==> src/rtl/mhpm_counters_pkg.sv <==
// Shared types for the machine performance-monitor CSR bank.
package mhpm_counters_pkg;

  typedef enum logic [1:0] {
    CSR_WRITE = 2'd0,
    CSR_SET   = 2'd1,
    CSR_CLEAR = 2'd2
  } write_mode_t;

endpackage

==> src/rtl/mhpm_counters_if.sv <==
// CSR access bus between the CSR mux (master) and the performance-counter bank (slave).
interface mhpm_counters_if;
  import mhpm_counters_pkg::*;

  logic [11:0] addr;
  logic        wr;
  write_mode_t write_mode;
  logic [31:0] din;
  logic [31:0] dout;
  logic        illegal_address;

  modport master (output addr, wr, write_mode, din, input dout, illegal_address);
  modport slave  (input addr, wr, write_mode, din, output dout, illegal_address);

endinterface

==> src/rtl/mhpm_counters.sv <==
// Machine performance counters: mcycle, minstret, NUM_HPM event counters, mcountinhibit.
// Define HPM_OVERFLOW_IRQ_EN to add sticky per-counter OF bits (mhpmevent[31]) and overflow_irq.
module mhpm_counters
  import mhpm_counters_pkg::*;
#(
  parameter int NUM_HPM    = 4,
  parameter int CNT_WIDTH  = 64,
  parameter int NUM_EVENTS = 16
) (
  input  logic                  clk,
  input  logic                  rst,
  mhpm_counters_if.slave        bus,
  input  logic                  retire,
  input  logic [NUM_EVENTS-1:0] event_vec,
  output logic                  overflow_irq
);

  // Counter slot 0 = mcycle, 1 = minstret, 2+k = mhpmcounter(3+k).
  localparam int NCNT = NUM_HPM + 2;
  localparam logic [31:0] INH_MASK = 32'h5 | (((32'd1 << NUM_HPM) - 32'd1) << 3);

  logic [31:0]        inhibit_q, inhibit_d;
  logic [31:0]        rd_data;
  logic               illegal;
  logic [31:0]        wval;
  logic [31:0]        cnt_lo [NCNT];
  logic [31:0]        cnt_hi [NCNT];
  logic [NCNT-1:0]    sel_lo, sel_hi;
  logic [31:0]        evt_rd [NUM_HPM];
  logic [NUM_HPM-1:0] sel_evt, evt_hit, of_flags;
  logic [255:0]       ev_pad;
  logic               overflow_irq_q, overflow_irq_d;
`ifdef HPM_OVERFLOW_IRQ_EN
  logic [NUM_HPM-1:0] hpm_wrap;
`endif

  assign ev_pad = 256'(event_vec);

  // Read side; also supplies the "old" value for set/clear writes.
  always_comb begin
    rd_data = '0;
    illegal = 1'b1;
    if (bus.addr == 12'h320) begin
      illegal = 1'b0;
      rd_data = inhibit_q;
    end
    if (bus.addr >= 12'h323 && bus.addr <= 12'h33F) illegal = 1'b0;
    if ((bus.addr[11:5] == 7'b1011000 || bus.addr[11:5] == 7'b1011100) && bus.addr[4:0] != 5'd1)
      illegal = 1'b0;
    for (int i = 0; i < NCNT; i++) begin
      if (sel_lo[i]) rd_data = cnt_lo[i];
      if (sel_hi[i]) rd_data = cnt_hi[i];
    end
    for (int i = 0; i < NUM_HPM; i++) begin
      if (sel_evt[i]) rd_data = evt_rd[i];
    end
  end

  assign bus.dout            = rd_data;
  assign bus.illegal_address = illegal;

  always_comb begin
    case (bus.write_mode)
      CSR_SET:   wval = rd_data | bus.din;
      CSR_CLEAR: wval = rd_data & ~bus.din;
      default:   wval = bus.din;
    endcase
  end

  always_comb begin
    inhibit_d = inhibit_q;
    if (bus.wr && bus.addr == 12'h320) inhibit_d = wval & INH_MASK;
  end

  always_ff @(posedge clk or posedge rst) begin
    if (rst) inhibit_q <= '0;
    else     inhibit_q <= inhibit_d;
  end

  for (genvar gi = 0; gi < NCNT; gi++) begin : g_cnt
    localparam logic [11:0] LO_ADDR = (gi == 0) ? 12'hB00 : 12'(32'hB01 + gi);
    localparam int INH_BIT = (gi == 0) ? 0 : gi + 1;

    logic [CNT_WIDTH-1:0] cnt_q, cnt_d;
    logic [63:0]          cnt_ext;
    logic                 cond, inc;

    assign sel_lo[gi] = (bus.addr == LO_ADDR);
    assign sel_hi[gi] = (bus.addr == (LO_ADDR | 12'h080));

    if (gi >= 2) begin : g_hpm
      assign cond = evt_hit[gi-2];
`ifdef HPM_OVERFLOW_IRQ_EN
      // A counter write drops the increment, so it can never wrap that cycle.
      assign hpm_wrap[gi-2] = inc & ~(bus.wr & (sel_lo[gi] | sel_hi[gi])) & (&cnt_q);
`endif
    end else if (gi == 1) begin : g_instret
      assign cond = retire;
    end else begin : g_cycle
      assign cond = 1'b1;
    end

    assign inc = cond & ~inhibit_q[INH_BIT];

    always_comb begin
      cnt_d = cnt_q;
      if (bus.wr && sel_lo[gi])      cnt_d[31:0] = wval;
      else if (bus.wr && sel_hi[gi]) cnt_d[CNT_WIDTH-1:32] = wval[CNT_WIDTH-33:0];
      else if (inc)                  cnt_d = cnt_q + CNT_WIDTH'(1);
    end

    always_ff @(posedge clk or posedge rst) begin
      if (rst) cnt_q <= '0;
      else     cnt_q <= cnt_d;
    end

    assign cnt_ext    = 64'(cnt_q);
    assign cnt_lo[gi] = cnt_ext[31:0];
    assign cnt_hi[gi] = cnt_ext[63:32];
  end

  for (genvar gi = 0; gi < NUM_HPM; gi++) begin : g_evt
    localparam logic [11:0] EVT_ADDR = 12'(32'h323 + gi);

    logic [7:0] code_q, code_d;

    assign sel_evt[gi] = (bus.addr == EVT_ADDR);

    always_comb begin
      code_d = code_q;
      if (bus.wr && sel_evt[gi]) code_d = wval[7:0];
    end

    always_ff @(posedge clk or posedge rst) begin
      if (rst) code_q <= '0;
      else     code_q <= code_d;
    end

    // Code 0 maps to index 255 and codes above NUM_EVENTS to pad bits; all read 0.
    assign evt_hit[gi] = ev_pad[code_q - 8'd1];

`ifdef HPM_OVERFLOW_IRQ_EN
    logic of_q, of_d;

    always_comb begin
      of_d = of_q;
      if (bus.wr && sel_evt[gi]) of_d = wval[31];
      if (hpm_wrap[gi])          of_d = 1'b1;
    end

    always_ff @(posedge clk or posedge rst) begin
      if (rst) of_q <= 1'b0;
      else     of_q <= of_d;
    end

    assign of_flags[gi] = of_q;
`else
    assign of_flags[gi] = 1'b0;
`endif

    assign evt_rd[gi] = {of_flags[gi], 23'd0, code_q};
  end

  always_comb begin
`ifdef HPM_OVERFLOW_IRQ_EN
    overflow_irq_d = |of_flags;
`else
    overflow_irq_d = 1'b0;
`endif
  end

  always_ff @(posedge clk or posedge rst) begin
    if (rst) overflow_irq_q <= 1'b0;
    else     overflow_irq_q <= overflow_irq_d;
  end

  assign overflow_irq = overflow_irq_q;

endmodule

==> src/flat_wrapper.sv <==
// flat-port wrapper written by rule: the top's interface ports become plain ports
module mhpm_counters_flat import mhpm_counters_pkg::*;
#(
  parameter int NUM_HPM    = 4,
  parameter int CNT_WIDTH  = 64,
  parameter int NUM_EVENTS = 16
)
  (clk, rst, retire, event_vec, overflow_irq, bus_addr, bus_wr, bus_write_mode, bus_din, bus_dout, bus_illegal_address);
  mhpm_counters_if bus_i ();
  input  logic clk;
  input  logic rst;
  input  logic retire;
  input  logic [NUM_EVENTS-1:0] event_vec;
  output logic overflow_irq;
  input wire logic [$bits(bus_i.addr)-1:0] bus_addr;
  input wire logic [$bits(bus_i.wr)-1:0] bus_wr;
  input wire logic [$bits(bus_i.write_mode)-1:0] bus_write_mode;
  input wire logic [$bits(bus_i.din)-1:0] bus_din;
  output wire logic [$bits(bus_i.dout)-1:0] bus_dout;
  output wire logic [$bits(bus_i.illegal_address)-1:0] bus_illegal_address;
  assign bus_i.addr = bus_addr;
  assign bus_i.wr = bus_wr;
  assign bus_i.write_mode = bus_write_mode;
  assign bus_i.din = bus_din;
  assign bus_dout = bus_i.dout;
  assign bus_illegal_address = bus_i.illegal_address;
  mhpm_counters #(.NUM_HPM(NUM_HPM), .CNT_WIDTH(CNT_WIDTH), .NUM_EVENTS(NUM_EVENTS)) u_core (.clk(clk), .rst(rst), .bus(bus_i), .retire(retire), .event_vec(event_vec), .overflow_irq(overflow_irq));
endmodule
==> config.mk <==
export PLATFORM = sky130hd
export DESIGN_NAME = mhpm_counters_flat
export DESIGN_NICKNAME = d
export VERILOG_FILES = /design/src/rtl/mhpm_counters_pkg.sv /design/src/rtl/mhpm_counters_if.sv /design/src/rtl/mhpm_counters.sv /design/src/flat_wrapper.sv
export SDC_FILE = /design/constraint.sdc
export NUM_CORES = 2
export LEC_CHECK = 0
export CORE_AREA = 4 4 178 352
export DETAILED_ROUTE_END_ITERATION = 8
export DIE_AREA = 0 0 182 356
export GPL_TIMING_DRIVEN = 0
export PLACE_DENSITY_LB_ADDON = 0.3
export SETUP_SLACK_MARGIN = 0.15
export SYNTH_ARGS = -nofsm -noshare
export SYNTH_HDL_FRONTEND = slang
export SYNTH_SLANG_ARGS = --single-unit
export TNS_END_PERCENT = 10
==> constraint.sdc <==
create_clock -name clk -period 22.3 [get_ports clk]
set_input_delay 2.23 -clock clk [delete_from_list [all_inputs] [get_ports clk]]
set_output_delay 2.23 -clock clk [all_outputs]
set_load 0.01 [all_outputs]
==> flow_metrics.env, run 1 <==
export IMPL_ys_types=114
export IMPL_dieWidth_um=182
export IMPL_error="[ERROR GRT-0116] Global routing finished with congestion. Check the congestion regions in the DRC Viewer."
export IMPL_netlist_area_sq_um=30800
export IMPL_post_cts_buffers=0
export IMPL_yosysWarnings=0
export IMPL_seq_area_frac_synth_pct=34.2
export IMPL_synth_seq_cells=422
export IMPL_start_util_pct=51.5
export IMPL_hpwl_mm=161
export IMPL_cts_inserted_buffers=42
export IMPL_grt_max_degree=130
export IMPL_placed_cells=4660
export IMPL_cts_resized=0
export IMPL_cts_sinks=422
export IMPL_grt_pass1_wl_mm=330
export IMPL_failing_step="global routing (5_1_grt)"
export IMPL_syn_nets=3865
export IMPL_h_tree_depth=2
export IMPL_syn_inst=3787
export IMPL_die_h_um=356
export IMPL_ys_flop_type="dfrtp_1"
export IMPL_cts_hold_buf=0
export IMPL_grt_overflow=219
export IMPL_placedInstanceArea_sq_um=32900
export IMPL_grt_usage_pct=70.7
export IMPL_outcome="stopped before the end"
export IMPL_clockBufferDepth=3
export IMPL_cts_root_buf="clkbuf_16"
export IMPL_synth_edff_count=0
export IMPL_pin_count=100
export IMPL_numPortBuffers=94
export IMPL_first_global_vias=40200
export IMPL_fp_row_count=127
export IMPL_avgSynthCellArea_sq_um=8.14
export IMPL_synth_async_sr_flop_share_pct=100
export IMPL_gp_congestion=1.24
metal layers:
layer | global-route usage [%] | GRT overflow
met1 | 69.1 | 1
met2 | 91.4 | 119
met3 | 47.8 | 1
met4 | 77.7 | 98
met5 | 10.3 | 0
logic make-up after synthesis:
logic type | Yosys count | synth area share, %
fa+ha+maj | 12 | 0.487
buf+inv | 337 | 4.65
simple gates | 1564 | 26.3
compound gates | 1102 | 23.1
mux | 146 | 5.43
xor+xnor | 203 | 5.77
other cells | 1 | 0.0122
flops | 422 | 34.2
per-stage QoR:
step / worst slack, ns / hold slack [ns] / util [%]
after CTS: 12.85 / 0.556 / 57.3
after global placement: 2.90 / 0.520 / 54.7
after floorplan: 8.32 / 0.464 / -
after detailed placement: 12.88 / 0.528 / 54.9
cells in the mapped netlist (30+ instances only):
library cell | count | area, sq um
a21oi_1 | 235 | 1180
a22oi_1 | 36 | 270
a31oi_1 | 41 | 257
and2_1 | 48 | 300
and3_1 | 101 | 632
and4_1 | 38 | 333
buf_2 | 78 | 390
clkbuf_1 | 155 | 582
dfrtp_1 | 422 | 10600
inv_1 | 63 | 236
mux2_2 | 30 | 338
mux2i_1 | 101 | 1010
nand2_1 | 450 | 1690
nand2b_1 | 31 | 194
nand3_1 | 199 | 996
nand4_1 | 137 | 857
nor2_1 | 227 | 852
nor3_1 | 117 | 586
nor4_1 | 48 | 300
o211ai_1 | 38 | 285
o21ai_0 | 358 | 1790
o22ai_1 | 51 | 319
xnor2_1 | 83 | 727
xor2_1 | 120 | 1050
==> run 2: changes to the inputs <==
--- a/config.mk
+++ b/config.mk
@@ -5,12 +5,11 @@
 export SDC_FILE = /design/constraint.sdc
 export NUM_CORES = 2
 export LEC_CHECK = 0
-export CORE_AREA = 4 4 178 352
+export CORE_AREA = 4 4 294 296
 export DETAILED_ROUTE_END_ITERATION = 8
-export DIE_AREA = 0 0 182 356
+export DIE_AREA = 0 0 298 300
 export GPL_TIMING_DRIVEN = 0
-export PLACE_DENSITY_LB_ADDON = 0.3
-export SETUP_SLACK_MARGIN = 0.15
+export PLACE_DENSITY_LB_ADDON = 0.15
 export SYNTH_ARGS = -nofsm -noshare
 export SYNTH_HDL_FRONTEND = slang
 export SYNTH_SLANG_ARGS = --single-unit
==> flow_metrics.env, run 2 <==
export IMPL_outcome="finished, violations left"
export IMPL_violations="capacitance limit, slew limit"
export IMPL_yosysWarnings=0
export IMPL_finalCritPeriodShare_pct=44.3
export IMPL_start_kind="input port"
export IMPL_cts_inserted_buffers=53
export IMPL_design_area_sq_um=35300
export IMPL_yosysTopAreaCell="dfrtp_1"
export IMPL_synth_seq_cells=422
export IMPL_first_global_vias=32800
export IMPL_syn_nets=3865
export IMPL_fin_setup_tns_ns=0
export IMPL_fin_cells=5103
export IMPL_power_density_nw_per_um2=58.5
export IMPL_cp_end_kind="primary output"
export IMPL_grt_overflow=0
export IMPL_period_minus_slack_ns=9.89
export IMPL_area_growth_pct=14.6
export IMPL_placedInstanceArea_sq_um=33400
export IMPL_final_cell_mix="nand2_1 (449), dfrtp_1 (422), o21ai_0 (357)"
export IMPL_fin_ws_ns=12.41
export IMPL_drt_iter0_markers=6400
export IMPL_rsz0062_at_grt="no"
export IMPL_multiInputGateArea_sq_um=18900
export IMPL_synth_top_area_share_pct=34.2
export IMPL_h_tree_depth=2
export IMPL_slew_headroom_pct=-7.28
export IMPL_grt_max_degree=118
export IMPL_cts_resized=0
export IMPL_n_fill_cell=8658
export IMPL_syn_inst=3787
export IMPL_seq_area_frac_synth_pct=34.2
export IMPL_grt_usage_pct=47.3
export IMPL_worstSkewPairLatency_ns=0.64
export IMPL_fp_row_count=106
export IMPL_cts_root_buf="clkbuf_16"
export IMPL_dieArea_sq_um=89400
export IMPL_synth_area_leaders="dfrtp_1 (34%), o21ai_0 (5.8%), nand2_1 (5.5%)"
export IMPL_numPortBuffers=94
export IMPL_grt_pass1_wl_mm=292
export IMPL_hold_viol=0
export IMPL_avgSynthCellArea_sq_um=8.14
export IMPL_drv_cap=5
export IMPL_ir_worst_vdd_mv=0.0581
export IMPL_final_common_cell="nand2_1"
export IMPL_yosysMostFrequentCell="nand2_1"
export IMPL_regArea_sq_um=10600
export IMPL_hpwl_mm=165
export IMPL_post_cts_buffers=0
export IMPL_gp_congestion=1.11
export IMPL_required_ns=20.07
export IMPL_final_util_pct=42.3
export IMPL_largest_register_ffs=384
export IMPL_firstDrtPassIters=8
export IMPL_clockBufferDepth=3
export IMPL_drv_slew=26
export IMPL_ys_flop_type="dfrtp_1"
export IMPL_synth_async_sr_flop_share_pct=100
export IMPL_fin_skew_ns=0.0210
export IMPL_netlist_area_sq_um=30800
export IMPL_viasPerCell=7.12
export IMPL_vias=36300
export IMPL_core_area_sq_um=83600
export IMPL_power_mw=2.07
export IMPL_drive_gt1_share_pct=8.31
export IMPL_finalSetupViolations=0
export IMPL_ant_nets=0
export IMPL_nets=4028
export IMPL_die_h_um=300
export IMPL_clkTransAtPathRegs_ns=0.06
export IMPL_cp_max_fo=10
export IMPL_leakage_nw=13.8
export IMPL_cts_tree="yes"
export IMPL_wire_per_inst_um=42.9
export IMPL_cts_sinks=422
export IMPL_arrival_ns=7.66
export IMPL_dp_slack_ns=12.75
export IMPL_placed_cells=4975
export IMPL_synth_edff_count=0
export IMPL_dieWidth_um=298
export IMPL_holdCritPathClass="flop to flop"
export IMPL_synthTopCellsByCount="nand2_1 (450), dfrtp_1 (422), o21ai_0 (358)"
export IMPL_routed_wl_mm=219
export IMPL_worst_slew_pin_slew_ns=1.61
export IMPL_cts_hold_buf=0
export IMPL_max_freq_mhz=101
export IMPL_drcViolationCount=0
export IMPL_worstSetupPathType="input port to primary output"
export IMPL_antenna_found_initial=26
export IMPL_start_util_pct=36.9
export IMPL_pin_count=100
export IMPL_ys_types=114
export IMPL_timing_hold_ws_ns=0.524
-- run 2: path summary, 6_finish.rpt --
path	start	to	slack (ns)	depth (start not counted)
worst min-delay path	u_core.g_evt[3].code_q[4]	u_core.g_evt[3].code_q[4]	0.52	2
worst max-delay path	bus_addr[1]	bus_dout[8]	12.41	12
max in group asynchronous	rst	u_core.g_cnt[3].cnt_ext[34]	18.58	4
worst min register to register	u_core.g_evt[3].code_q[4]	u_core.g_evt[3].code_q[4]	0.52	2
min in group asynchronous	rst	u_core.g_cnt[2].cnt_ext[23]	2.11	2
worst max register to register	u_core.g_cnt[1].cnt_ext[41]	u_core.g_cnt[0].cnt_ext[9]	17.43	8
-- run 2: layer usage --
| metal | track usage [%] | share of wire, % | vias up |
|---|---|---|---|
| li1 | - | - | 14600 |
| met4 | 28.5 | 7.3 | 14 |
| met3 | 17.9 | 15 | 605 |
| met5 | 0 | 0.039 | - |
| met2 | 63.4 | 39 | 2977 |
| met1 | 64.1 | 39 | 18200 |
-- run 2: where the power goes --
| group | internal, mW | leakage, nW | switching, mW | total, mW |
|---|---|---|---|---|
| clock | 0.539 | 0.915 | 0.386 | 0.925 |
| sequential | 0.786 | 5.55 | 0.0497 | 0.836 |
| combinational | 0.0700 | 7.32 | 0.238 | 0.308 |
| total | 1.39 | 13.8 | 0.674 | 2.07 |
-- run 2: cell families after synthesis --
kind of cell | after synthesis | synth area share [%]
and+or+nand+nor | 1564 | 26.3
AOI/OAI and AO/OA | 1102 | 23.1
DFF | 422 | 34.2
buffers and inverters | 337 | 4.65
xor gates and xnor gates | 203 | 5.77
muxes | 146 | 5.43
adders and majority gates | 12 | 0.487
other | 1 | 0.0122
-- run 2: cell type report --
type	instances	share of cell area (%)
sequential	422	29.9
timing repair buffer	108	3.35
clock inverter	24	0.666
multi-input combinational	3028	53.5
buffer	271	3.37
antenna	30	0.212
tap	1080	3.82
clock buffer	74	4.46
inverter	66	0.729
-- run 2: worst max-delay path: stages --
cell and delay, ns:
clkdlybuf4s50_1 0.60, buf_2 0.32, buf_4 0.25, buf_2 0.25, nand4bb_1 0.75, buf_2 0.54
buf_2 0.32, a211oi_1 0.66, o21ai_0 0.23, a211oi_1 0.73, o21bai_1 0.23, clkdlybuf4s50_1 0.53
Note: power is estimated with default switching activity, not from simulation.
